## src/rtl/ofm_axi_writer_pkg.sv

```systemverilog
// ----------------------------------------------------------------------------
// ofm_axi_writer_pkg
// Shared definitions for the output-feature-map AXI write master:
//   - wmst_state_e     : writer FSM state encoding
//   - AXI_BURST_INCR   : AXI4 INCR burst type
//   - AXI_RESP_OKAY    : AXI4 OKAY write response
//   - beat_size_log2() : log2 of the beat size in bytes (AXI awsize value)
// ----------------------------------------------------------------------------
package ofm_axi_writer_pkg;

    typedef enum logic [2:0] {
        ST_IDLE = 3'd0,
        ST_AW   = 3'd1,
        ST_W    = 3'd2,
        ST_B    = 3'd3,
        ST_DONE = 3'd4
    } wmst_state_e;

    localparam logic [1:0] AXI_BURST_INCR = 2'b01;
    localparam logic [1:0] AXI_RESP_OKAY  = 2'b00;

    // DATA_WIDTH is a power of two >= 32, so the byte count is an exact power of two.
    function automatic int unsigned beat_size_log2(input int unsigned data_width);
        int unsigned bytes;
        int unsigned n;
        bytes = data_width / 8;
        n = 0;
        for (int unsigned i = 0; i < 32; i++) begin
            if ((32'd1 << i) == bytes) begin
                n = i;
            end
        end
        return n;
    endfunction

endpackage

```

## src/rtl/ofm_axi_writer_if.sv

```systemverilog
// ----------------------------------------------------------------------------
// ofm_axi_writer_if
// AXI4 write channels (AW, W, B) used by the ofm writer.
//   master modport : drives aw*/w*/bready, samples awready/wready/bvalid/bresp
//   slave modport  : the interconnect side
// Parameters: ADDR_WIDTH (byte address bits), DATA_WIDTH (data bits).
// ----------------------------------------------------------------------------
interface ofm_axi_writer_if #(
    parameter int ADDR_WIDTH = 64,
    parameter int DATA_WIDTH = 512
);
    logic                    awvalid;
    logic                    awready;
    logic [ADDR_WIDTH-1:0]   awaddr;
    logic [7:0]              awlen;
    logic [2:0]              awsize;
    logic [1:0]              awburst;

    logic                    wvalid;
    logic                    wready;
    logic [DATA_WIDTH-1:0]   wdata;
    logic [DATA_WIDTH/8-1:0] wstrb;
    logic                    wlast;

    logic                    bvalid;
    logic                    bready;
    logic [1:0]              bresp;

    modport master (
        output awvalid, awaddr, awlen, awsize, awburst,
        output wvalid, wdata, wstrb, wlast,
        output bready,
        input  awready, wready, bvalid, bresp
    );

    modport slave (
        input  awvalid, awaddr, awlen, awsize, awburst,
        input  wvalid, wdata, wstrb, wlast,
        input  bready,
        output awready, wready, bvalid, bresp
    );
endinterface

```

## src/rtl/ofm_wmst_burst_calc.sv

```systemverilog
// ----------------------------------------------------------------------------
// ofm_wmst_burst_calc
// Burst sizing for the ofm writer. Holds the remaining beat count and the
// byte tail of the current transfer and derives the current burst length,
// awlen, the last-burst flag and the strobe for the transfer's final beat.
// Ports:
//   clk, rst_n    : clock, synchronous active-low reset
//   load          : latch a new transfer from load_size (bytes)
//   load_size     : transfer length in bytes
//   load_zero     : load_size rounds to zero beats (combinational)
//   consume       : current burst retired (B handshake)
//   burst_len     : beats in the current burst = min(remaining, MAX_BURST)
//   awlen         : burst_len - 1
//   last_burst    : current burst is the final one of the transfer
//   final_strb    : byte strobe for the transfer's final beat
// ----------------------------------------------------------------------------
module ofm_wmst_burst_calc
    import ofm_axi_writer_pkg::*;
#(
    parameter  int DATA_WIDTH = 512,
    parameter  int MAX_BURST  = 64,
    localparam int BSHIFT     = beat_size_log2(DATA_WIDTH),
    localparam int STRB_W     = DATA_WIDTH / 8
) (
    input  logic              clk,
    input  logic              rst_n,
    input  logic              load,
    input  logic [63:0]       load_size,
    output logic              load_zero,
    input  logic              consume,
    output logic [31:0]       burst_len,
    output logic [7:0]        awlen,
    output logic              last_burst,
    output logic [STRB_W-1:0] final_strb
);

    logic [31:0]       remaining_q, remaining_d;
    logic [BSHIFT-1:0] tail_q, tail_d;

    logic [BSHIFT-1:0] size_tail;
    logic [31:0]       size_beats;
    logic              unused_size_hi;

    // Beat counts are 32-bit; sizes beyond 2^32 beats are outside the supported range.
    assign size_tail      = load_size[BSHIFT-1:0];
    assign size_beats     = load_size[BSHIFT +: 32] + {31'd0, (size_tail != '0)};
    assign load_zero      = (size_beats == '0);
    assign unused_size_hi = ^load_size[63:BSHIFT+32];

    always_comb begin
        remaining_d = remaining_q;
        tail_d      = tail_q;
        if (load) begin
            remaining_d = size_beats;
            tail_d      = size_tail;
        end else if (consume) begin
            remaining_d = remaining_q - burst_len;
        end
    end

    always_comb begin
        burst_len  = (remaining_q > 32'(MAX_BURST)) ? 32'(MAX_BURST) : remaining_q;
        awlen      = 8'(burst_len - 32'd1);
        last_burst = (remaining_q <= 32'(MAX_BURST));
        final_strb = '1;
        if (tail_q != '0) begin
            for (int unsigned i = 0; i < STRB_W; i++) begin
                final_strb[i] = (i < 32'(tail_q));
            end
        end
    end

    always_ff @(posedge clk) begin
        if (!rst_n) begin
            remaining_q <= '0;
            tail_q      <= '0;
        end else begin
            remaining_q <= remaining_d;
            tail_q      <= tail_d;
        end
    end

endmodule

```

## src/rtl/ofm_axi_writer.sv

```systemverilog
// ----------------------------------------------------------------------------
// ofm_axi_writer
// Writes the output-feature-map stream to memory as AXI4 INCR bursts, one
// burst outstanding at a time. The stream is passed straight through to the
// W channel (wvalid = tvalid, tready = wready) with no buffering.
// Ports:
//   clk, rst_n        : clock, synchronous active-low reset
//   wmst_req          : start pulse (accepted only when idle)
//   wmst_addr         : start byte address, beat-aligned
//   wmst_xfer_size    : transfer length in bytes
//   wmst_done         : one-cycle completion pulse
//   busy              : transfer in progress (accept through done)
//   tdata/tvalid/tready : ofm stream input
//   m_axi             : AXI4 write channels (master modport)
//   bresp_err         : sticky non-OKAY response flag (WMST_BRESP_CHK_EN only)
// Optional feature macro: WMST_BRESP_CHK_EN
// ----------------------------------------------------------------------------
module ofm_axi_writer
    import ofm_axi_writer_pkg::*;
#(
    parameter int ADDR_WIDTH = 64,
    parameter int DATA_WIDTH = 512,
    parameter int MAX_BURST  = 64
) (
    input  logic                  clk,
    input  logic                  rst_n,
    input  logic                  wmst_req,
    input  logic [ADDR_WIDTH-1:0] wmst_addr,
    input  logic [63:0]           wmst_xfer_size,
    output logic                  wmst_done,
    output logic                  busy,
    input  logic [DATA_WIDTH-1:0] tdata,
    input  logic                  tvalid,
    output logic                  tready,
    ofm_axi_writer_if.master      m_axi
`ifdef WMST_BRESP_CHK_EN
    ,
    output logic                  bresp_err
`endif
);

    localparam int BSHIFT = beat_size_log2(DATA_WIDTH);
    localparam int STRB_W = DATA_WIDTH / 8;

    wmst_state_e           state_q, state_d;
    logic [ADDR_WIDTH-1:0] addr_q, addr_d;
    logic [31:0]           beat_cnt_q, beat_cnt_d;

    logic              accept;
    logic              aw_hs;
    logic              w_hs;
    logic              b_hs;
    logic              wlast_c;

    logic              load_zero;
    logic [31:0]       burst_len;
    logic [7:0]        calc_awlen;
    logic              last_burst;
    logic [STRB_W-1:0] final_strb;

    ofm_wmst_burst_calc #(
        .DATA_WIDTH (DATA_WIDTH),
        .MAX_BURST  (MAX_BURST)
    ) u_burst_calc (
        .clk        (clk),
        .rst_n      (rst_n),
        .load       (accept),
        .load_size  (wmst_xfer_size),
        .load_zero  (load_zero),
        .consume    (b_hs),
        .burst_len  (burst_len),
        .awlen      (calc_awlen),
        .last_burst (last_burst),
        .final_strb (final_strb)
    );

    assign accept  = (state_q == ST_IDLE) && wmst_req;
    assign aw_hs   = (state_q == ST_AW) && m_axi.awready;
    assign w_hs    = (state_q == ST_W) && tvalid && m_axi.wready;
    assign b_hs    = (state_q == ST_B) && m_axi.bvalid;
    assign wlast_c = (state_q == ST_W) && (beat_cnt_q == (burst_len - 32'd1));

    always_comb begin
        state_d    = state_q;
        addr_d     = addr_q;
        beat_cnt_d = beat_cnt_q;
        case (state_q)
            ST_IDLE: begin
                if (accept) begin
                    addr_d     = wmst_addr;
                    beat_cnt_d = '0;
                    state_d    = load_zero ? ST_DONE : ST_AW;
                end
            end
            ST_AW: begin
                if (aw_hs) begin
                    beat_cnt_d = '0;
                    state_d    = ST_W;
                end
            end
            ST_W: begin
                if (w_hs) begin
                    beat_cnt_d = beat_cnt_q + 32'd1;
                    if (wlast_c) begin
                        state_d = ST_B;
                    end
                end
            end
            ST_B: begin
                if (b_hs) begin
                    if (last_burst) begin
                        state_d = ST_DONE;
                    end else begin
                        addr_d  = addr_q + (ADDR_WIDTH'(burst_len) << BSHIFT);
                        state_d = ST_AW;
                    end
                end
            end
            ST_DONE: state_d = ST_IDLE;
            default: state_d = ST_IDLE;
        endcase
    end

    always_ff @(posedge clk) begin
        if (!rst_n) begin
            state_q    <= ST_IDLE;
            addr_q     <= '0;
            beat_cnt_q <= '0;
        end else begin
            state_q    <= state_d;
            addr_q     <= addr_d;
            beat_cnt_q <= beat_cnt_d;
        end
    end

    // All AXI outputs decode the registered state, so they are quiet in reset.
    assign m_axi.awvalid = (state_q == ST_AW);
    assign m_axi.awaddr  = addr_q;
    assign m_axi.awlen   = calc_awlen;
    assign m_axi.awsize  = 3'(BSHIFT);
    assign m_axi.awburst = AXI_BURST_INCR;
    assign m_axi.wvalid  = (state_q == ST_W) && tvalid;
    assign m_axi.wdata   = tdata;
    // Partial strobe only on the last beat of the last burst.
    assign m_axi.wstrb   = (wlast_c && last_burst) ? final_strb : '1;
    assign m_axi.wlast   = wlast_c;
    assign m_axi.bready  = (state_q == ST_B);
    assign tready        = (state_q == ST_W) && m_axi.wready;
    assign wmst_done     = (state_q == ST_DONE);
    assign busy          = (state_q != ST_IDLE);

`ifdef WMST_BRESP_CHK_EN
    logic bresp_err_q, bresp_err_d;

    always_comb begin
        bresp_err_d = bresp_err_q;
        if (accept) begin
            bresp_err_d = 1'b0;
        end else if (b_hs && (m_axi.bresp != AXI_RESP_OKAY)) begin
            bresp_err_d = 1'b1;
        end
    end

    always_ff @(posedge clk) begin
        if (!rst_n) begin
            bresp_err_q <= 1'b0;
        end else begin
            bresp_err_q <= bresp_err_d;
        end
    end

    assign bresp_err = bresp_err_q;
`else
    logic unused_bresp;
    assign unused_bresp = ^m_axi.bresp;
`endif

endmodule

```

## src/flat_wrapper.sv

```systemverilog
// flat-port wrapper written by rule: the top's interface ports become plain ports
module ofm_axi_writer_flat import ofm_axi_writer_pkg::*;
#(
    parameter int ADDR_WIDTH = 64,
    parameter int DATA_WIDTH = 512,
    parameter int MAX_BURST  = 64
)
  (clk, rst_n, wmst_req, wmst_addr, wmst_xfer_size, wmst_done, busy, tdata, tvalid, tready, m_axi_awvalid, m_axi_awaddr, m_axi_awlen, m_axi_awsize, m_axi_awburst, m_axi_wvalid, m_axi_wdata, m_axi_wstrb, m_axi_wlast, m_axi_bready, m_axi_awready, m_axi_wready, m_axi_bvalid, m_axi_bresp);
  ofm_axi_writer_if #(.ADDR_WIDTH(ADDR_WIDTH), .DATA_WIDTH(DATA_WIDTH)) m_axi_i ();
  input  logic clk;
  input  logic rst_n;
  input  logic wmst_req;
  input  logic [ADDR_WIDTH-1:0] wmst_addr;
  input  logic [63:0] wmst_xfer_size;
  output logic wmst_done;
  output logic busy;
  input  logic [DATA_WIDTH-1:0] tdata;
  input  logic tvalid;
  output logic tready;
  output wire logic [$bits(m_axi_i.awvalid)-1:0] m_axi_awvalid;
  output wire logic [$bits(m_axi_i.awaddr)-1:0] m_axi_awaddr;
  output wire logic [$bits(m_axi_i.awlen)-1:0] m_axi_awlen;
  output wire logic [$bits(m_axi_i.awsize)-1:0] m_axi_awsize;
  output wire logic [$bits(m_axi_i.awburst)-1:0] m_axi_awburst;
  output wire logic [$bits(m_axi_i.wvalid)-1:0] m_axi_wvalid;
  output wire logic [$bits(m_axi_i.wdata)-1:0] m_axi_wdata;
  output wire logic [$bits(m_axi_i.wstrb)-1:0] m_axi_wstrb;
  output wire logic [$bits(m_axi_i.wlast)-1:0] m_axi_wlast;
  output wire logic [$bits(m_axi_i.bready)-1:0] m_axi_bready;
  input wire logic [$bits(m_axi_i.awready)-1:0] m_axi_awready;
  input wire logic [$bits(m_axi_i.wready)-1:0] m_axi_wready;
  input wire logic [$bits(m_axi_i.bvalid)-1:0] m_axi_bvalid;
  input wire logic [$bits(m_axi_i.bresp)-1:0] m_axi_bresp;
  assign m_axi_awvalid = m_axi_i.awvalid;
  assign m_axi_awaddr = m_axi_i.awaddr;
  assign m_axi_awlen = m_axi_i.awlen;
  assign m_axi_awsize = m_axi_i.awsize;
  assign m_axi_awburst = m_axi_i.awburst;
  assign m_axi_wvalid = m_axi_i.wvalid;
  assign m_axi_wdata = m_axi_i.wdata;
  assign m_axi_wstrb = m_axi_i.wstrb;
  assign m_axi_wlast = m_axi_i.wlast;
  assign m_axi_bready = m_axi_i.bready;
  assign m_axi_i.awready = m_axi_awready;
  assign m_axi_i.wready = m_axi_wready;
  assign m_axi_i.bvalid = m_axi_bvalid;
  assign m_axi_i.bresp = m_axi_bresp;
  ofm_axi_writer #(.ADDR_WIDTH(ADDR_WIDTH), .DATA_WIDTH(DATA_WIDTH), .MAX_BURST(MAX_BURST)) u_core (.clk(clk), .rst_n(rst_n), .wmst_req(wmst_req), .wmst_addr(wmst_addr), .wmst_xfer_size(wmst_xfer_size), .wmst_done(wmst_done), .busy(busy), .tdata(tdata), .tvalid(tvalid), .tready(tready), .m_axi(m_axi_i));
endmodule
```

## config.mk

```make
export PLATFORM = sky130hd
export DESIGN_NAME = ofm_axi_writer_flat
export DESIGN_NICKNAME = d
export VERILOG_FILES = /design/src/rtl/ofm_axi_writer_pkg.sv /design/src/rtl/ofm_axi_writer_if.sv /design/src/rtl/ofm_wmst_burst_calc.sv /design/src/rtl/ofm_axi_writer.sv /design/src/flat_wrapper.sv
export SDC_FILE = /design/constraint.sdc
export NUM_CORES = 1
export LEC_CHECK = 0
export ABC_AREA = 1
export CORE_AREA = 2 2 512 514
export CTS_CLUSTER_SIZE = 28
export DETAILED_ROUTE_END_ITERATION = 16
export DIE_AREA = 0 0 514 516
export MAX_ROUTING_LAYER = met4
export SETUP_SLACK_MARGIN = 0.1
export SYNTH_ARGS = -nofsm -noshare
export SYNTH_HDL_FRONTEND = slang
export SYNTH_SLANG_ARGS = --single-unit
```

## constraint.sdc

```tcl
create_clock -name clk -period 4.7 [get_ports clk]
set_input_delay 0.94 -clock clk [delete_from_list [all_inputs] [get_ports clk]]
set_output_delay 0.94 -clock clk [all_outputs]
set_load 0.005 [all_outputs]
```

==> results of run 1 <==
[synth_stat cells, drive strengths merged]
master,number,area [um2]
buf,537,4030
nand2,423,1620
nor2,262,1080
inv,253,952
a21oi,196,981
o21ai,149,749
dfxtp,137,2740
nand3,90,493
nand4,64,475
xor2,63,552
nor3,53,275
clkbuf,48,180
ha,37,463
xnor2,27,236
a31oi,25,156
nor4,18,113
o211ai,11,101
or2,11,68.8
o21a,10,75.1
a221oi,8,70.1
o21bai,7,52.6
a211oi,6,45.0
o221ai,5,43.8
nor3b,4,30.0
a21boi,3,22.5
and2,3,18.8
nand3b,3,22.5
o2111ai,3,26.3
o31ai,3,22.5
and3,2,12.5
clkinv,2,7.51
conb,2,7.51
o41ai,2,17.5
a21o,1,7.51
a311oi,1,8.76
a31o,1,8.76
fa,1,20.0
o2111a,1,11.3
o22ai,1,6.26
o311ai,1,8.76
or3,1,6.26
or3b,1,8.76
[what timing repair did]
action | 4_1_cts | 5_1_grt
pin swaps | 23 | 45
gates cloned | 1 | 0
resized for setup | 254 | 150
endpoints found under the setup margin | 65 | 75
buffers inserted | 45 | 21
[kinds of logic after synthesis]
group	Yosys count	synth area share, %
XOR/XNOR	90	4.98
AO/OA/AOI/OAI	434	15.3
other	2	0.0475
AND/OR/NAND/NOR	935	26.7
flip-flops	137	17.3
adder cells (fa/ha/maj)	38	3.05
buffers and inverters	840	32.6
[metrics by stage]
stage | worst slack, ns | TNS, ns | std cells
detailed placement | -0.342 | -10.61 | 5695
CTS | -0.365 | -11.48 | 5772
global placement | -0.349 | -11.69 | 5695
global route | -0.489 | -23.53 | 5798
floorplan | 0.655 | 0 | 2506
[per-layer routing]
metal	track usage, %
met1	6.93
met2	21.1
met3	18.2
met4	6.26
met5	-
==> impl_table.tex, run 1 <==
\begin{tabular}{lr}
\hline
Metric & Value \\
\hline
\multicolumn{2}{l}{\textbf{Run status}} \\
Run status & stopped before the end \\
Last flow stage reached & detailed routing \\
First reported error & [ERROR DRT-0255] Maze Route cannot find path of net tdata[28] in worker of routeBox ( 483000 0 ) ( 514000 48300 ). \\
\multicolumn{2}{l}{\textbf{Floorplan}} \\
Die Width & 514 um \\
Total number of placement rows & 187 \\
Num ports & 1309 \\
Starting density of the core & approximately 6\% \\
DIE HEIGHT & 516 um \\
\multicolumn{2}{l}{\textbf{Placement}} \\
Area of placed instances & 19400 um2 \\
Detailed placement HPWL & 164 mm \\
Routability-driven placement congestion ratio & approximately 0.92 \\
Port buffer count & 250 \\
\multicolumn{2}{l}{\textbf{CTS}} \\
Maximum number of buffers from clock root to sink & 2 \\
Total number of clock tree sinks & 137 \\
Total clock buffers created by CTS & 17 \\
Cts-stage hold buffer count & 0 \\
Clock root cell & clkbuf\_16 \\
Max H-tree Level & 4 \\
\multicolumn{2}{l}{\textbf{Yosys}} \\
Synthesized area & 15800 um2 \\
Number of register bits inferred by synthesis & 137 \\
Avg Cell Area, Syn & 6.39 um2 \\
Number of instances in the synthesized netlist & roughly 2500 \\
Seq/Total Area, Yosys & 17.3\% \\
Count of distinct cell types in the synthesized netlist & 62 \\
Synthesis warning total & 0 \\
\multicolumn{2}{l}{\textbf{Global route}} \\
Largest net degree at the start of global routing & 65 \\
Via count of the first global-routing pass & 15042 \\
Global-route congestion overflow total & 0 \\
Number of antenna violations at the first check in global routing & 31 \\
Global-route wire length before repair & 211 mm \\
GRT Util Overall & 13.4\% \\
\multicolumn{2}{l}{\textbf{STA}} \\
Worst EP Category & top-level output \\
Endpoint with the least setup slack after the last repair & m\_axi\_wstrb[9] \\
\hline
\end{tabular}
==> run 2: changes to the inputs <==
- CORE_AREA: 2 2 512 514 -> 2 2 514 516
- CTS_CLUSTER_SIZE: 28 -> not set
- DIE_AREA: 0 0 514 516 -> 0 0 516 518
- MAX_ROUTING_LAYER: met4 -> not set
- PLACE_DENSITY_LB_ADDON: not set -> 0.15
- SETUP_SLACK_MARGIN: 0.1 -> not set
==> impl_table.tex, run 2 <==
\begin{tabular}{lr}
\hline
Metric & Value \\
\hline
\multicolumn{2}{l}{\textbf{CTS}} \\
Maximum number of buffers from clock root to sink & 2 (unchanged) \\
Total clock buffers created by CTS & 17 (unchanged) \\
Clock latency on the worst-skew pair & 0.52 ns \\
Total number of clock tree sinks & 137 (unchanged) \\
Max H-tree Level & 4 (unchanged) \\
Clock tree from TritonCTS & built \\
Clk pin slew, worst setup/hold paths & 0.08 ns \\
Clock root cell & clkbuf\_16 (unchanged) \\
\multicolumn{2}{l}{\textbf{Critical path}} \\
Worst setup path startpoint & u\_core.u\_burst\_calc.remaining\_q[15]\$\_SDFFE\_PN0P\_ \\
Critical path required time & $\sim$3.8 ns \\
CP max stage delay & 0.32 ns \\
Cell type with the highest occurrence count on the critical path & nor2\_4 \\
Cell class contributing the biggest share of worst-path delay & simple AND/OR/NAND/NOR gates \\
Worst r2r src & u\_core.u\_burst\_calc.remaining\_q[15]\$\_SDFFE\_PN0P\_ \\
Critical path peak fanout & 5 \\
Crit path DAT & approximately 4.0 ns \\
Kind of capture point of the worst setup path & output port \\
Cell with the largest stage delay on the worst path & dfxtp\_1 \\
Number of buffer and inverter instances along the worst setup path & 8 \\
Kind of start point of the critical path & register \\
Critical path class & reg2out \\
\multicolumn{2}{l}{\textbf{Drt}} \\
Routed wirelength normalized by instance count & 21.6 um \\
DRC viols & 0 \\
Antenna-violating nets left & 0 \\
First-pass DRT Iterations & 5 \\
Iter 0 DRT Violations & 656 \\
Total via count in the routed design & 15577 \\
Via density per instance & 2.62 \\
Wire length reported by the detailed router & between 100 and 150 mm \\
\multicolumn{2}{l}{\textbf{Floorplan}} \\
Die Width & 516 um (was 514 um) \\
Total number of placement rows & 188 (was 187) \\
Num ports & 1309 (unchanged) \\
Placeable core region & 262000 um2 \\
DIE HEIGHT & 518 um (was 516 um) \\
Starting density of the core & 6.05\% (was 6.10\%) \\
DIE AREA & 267000 um2 \\
\multicolumn{2}{l}{\textbf{STA}} \\
Sum of negative setup slack & -9.55 ns \\
Least setup slack across all paths after layout & -0.285 ns \\
Setup-failing EPs final & 62 \\
Final critical-path required period & 4.98 ns \\
Fmax & 201 MHz \\
Count of endpoints failing hold in the final timing report & 0 \\
Max Slew Vio Count & 0 \\
Worst slew pin tran & 1.19 ns \\
Share of the clock period used by the worst path & 106\% \\
Worst slew margin & 20.4\% \\
Setup repair after global routing missed its margin & yes \\
Clock skew after layout & between 0.015 and 0.02 ns \\
\multicolumn{2}{l}{\textbf{Cells and area}} \\
Number of flip-flops under the largest register name & 64 \\
ANT cells & 0 \\
Highest-count cells in the layout ignoring fill and taps & nand2\_1, nor2\_1, inv\_1 \\
Most frequent standard cell in the layout excluding fill and tap cells & nand2\_1 \\
Number of nets in the final layout & 3111 \\
Ratio of cells with drive above 1 in the final layout & between 20\% and 30\% \\
Fillers & 31005 \\
Area growth syn-to-layout & 37.0\% \\
Number of non-filler instances in the completed layout & 5952 \\
\multicolumn{2}{l}{\textbf{Global route}} \\
Met1 global-route usage & 7.59\% (was 6.93\%) \\
Global routing usage on met3 & 7.00\% (was 18.2\%) \\
Number of antenna violations at the first check in global routing & 7 (was 31) \\
Via count of the first global-routing pass & 16483 (was 15042) \\
Global-route congestion overflow total & 0 (unchanged) \\
Met2 layer usage reported by global route & 16.2\% (was 21.1\%) \\
Layer carrying the most global-route usage & met2 (unchanged) \\
Largest net degree at the start of global routing & 60 (was 65) \\
GRT Util Overall & 9.29\% (was 13.4\%) \\
Global-route wire length before repair & 165 mm (was 211 mm) \\
\multicolumn{2}{l}{\textbf{Pwr}} \\
Cell Pwr Density & 361 nW/um2 \\
Worst vdd rail ir drop & between 0.0002 and 0.0003 V \\
Leakage Power & 7.64 nW \\
\multicolumn{2}{l}{\textbf{Yosys}} \\
Synthesized area & 15800 um2 (unchanged) \\
Biggest area contributors in the synthesized netlist & buf\_4, dfxtp\_1, nand2\_1 (unchanged) \\
Avg Cell Area, Syn & 6.39 um2 (unchanged) \\
Ranking of synthesized cells by instance count & buf\_4, nand2\_1, inv\_1 (unchanged) \\
Most frequently used flop master after synthesis & dfxtp\_1 (unchanged) \\
Dominant cell by count in the synthesized netlist & buf\_4 (unchanged) \\
Count of distinct cell types in the synthesized netlist & 62 (unchanged) \\
Number of register bits inferred by synthesis & 137 (unchanged) \\
Synthesis warning total & 0 (unchanged) \\
Number of instances in the synthesized netlist & 2476 (unchanged) \\
Number of synthesized flops with an enable pin & 0 (unchanged) \\
Largest area contributor in the netlist & buf\_4 (unchanged) \\
Share of Yosys cell area claimed by the top area cell type & 24.8\% (unchanged) \\
Seq/Total Area, Yosys & 17.3\% (unchanged) \\
Share of flip-flops with an asynchronous set or reset & 0\% (unchanged) \\
\multicolumn{2}{l}{\textbf{Placement}} \\
Port buffer count & 250 (unchanged) \\
Cell count after placement & 5890 (was 5695) \\
Routability-driven placement congestion ratio & 0.737 (was 0.919) \\
Detailed placement HPWL & 111 mm (was 164 mm) \\
\multicolumn{2}{l}{\textbf{Run status}} \\
Violated checks & negative setup slack \\
Run status & finished, violations left (was stopped before the end) \\
\multicolumn{2}{l}{\textbf{Min path}} \\
Hold path start & u\_core.m\_axi.awaddr[4]\$\_SDFFE\_PN0P\_ \\
Kind of path behind the tightest hold check & reg2reg \\
\multicolumn{2}{l}{\textbf{Run}} \\
Max-cap viol count & 0 \\
\hline
\end{tabular}
-- run 2: cell counts after synthesis --
No cell type changed its count.
-- run 2: cell families (layout without fill, tap and decap cells) --
kind of cell | Yosys count | after routing | share of synthesized area, %
AOI/OAI and AO/OA | 434 | 434 | 15.3
xor gates and xnor gates | 90 | 90 | 4.98
and+or+nand+nor | 935 | 936 | 26.7
DFF | 137 | 137 | 17.3
other | 2 | 32 | 0.0475
adders and majority gates | 38 | 38 | 3.05
buffers and inverters | 840 | 770 | 32.6
-- run 2: final timing paths --
check,end,slack (ns),depth (start not counted)
worst max-delay path,m_axi_wstrb[21],-0.28,26
worst min-delay path,u_core.m_axi.awaddr[4]$_SDFFE_PN0P_,0.47,2
worst max register to register,u_core.m_axi.awaddr[33]$_SDFFE_PN0P_,0.40,22
worst min register to register,u_core.m_axi.awaddr[4]$_SDFFE_PN0P_,0.47,2
-- run 2: through the flow --
| step | power, mW | area, um2 | worst slack [ns] | hold slack (ns) | utilization, % |
|---|---|---|---|---|---|
| 2_1_floorplan | 4.21 | 15900 | 0.655 | 0.457 | - |
| 3_3_place_gp | 6.26 | 20300 | -0.659 | 0.456 | 7.75 |
| 3_5_place_dp | 6.23 | 20300 | -0.623 | 0.463 | 7.75 |
| 4_1_cts | 8.06 | 21500 | -0.654 | 0.475 | 8.23 |
| 5_1_grt | 8.54 | 21700 | -0.619 | 0.496 | 8.29 |
| 6_report | 7.82 | 21700 | -0.285 | 0.470 | 8.29 |
-- run 2: layout make-up --
cell class | instances | area, um2 | share of cell area, %
Timing Repair Buffer | 483 | 4430 | 20.4
Multi-Input combinational cell | 1530 | 8490 | 39.2
Sequential cell | 137 | 2750 | 12.7
Clock buffer | 22 | 474 | 2.19
Clock inverter | 10 | 164 | 0.756
Inverter | 255 | 977 | 4.51
Tap cell | 3515 | 4400 | 20.3
-- run 2: layer usage --
layer,routed length [um],up-vias
li1,-,7411
met3,21200,303
met4,6530,14
met5,430,-
met1,37700,7027
met2,62400,822
-- run 2: power by group --
group / leakage, nW / internal [mW] / switching [mW]
Combinational: 6.20 / 1.63 / 2.78
Sequential: 1.13 / 1.44 / 0.339
Clock: 0.311 / 0.933 / 0.705
Total: 7.64 / 4.00 / 3.82
-- run 2: worst reg2reg max path: cells and delay by family, from the launching register on --
family                     cells  cell delay (ns)
AOI/OAI and AO/OA              8             1.72
xor gates and xnor gates       1             0.23
adders and majority gates      1             0.26
buffers and inverters          4             0.68
DFF                            1             0.32
and+or+nand+nor                8             1.03
-- run 2: repair_timing --
item | in CTS | in global routing
pin swaps | 47 | 29
setup endpoints to repair | 65 | 69
hold buffers | 0 | 0
gates cloned | 4 | 0
setup buffers | 33 | 4
resized for setup | 418 | 74
(Power assumes the default switching activity.)
==> run 3: changes to the inputs <==
- HOLD_SLACK_MARGIN: not set -> 0.12
==> results of run 3 <==
The final DEF is identical to that of run 2; final timing and power are the same.
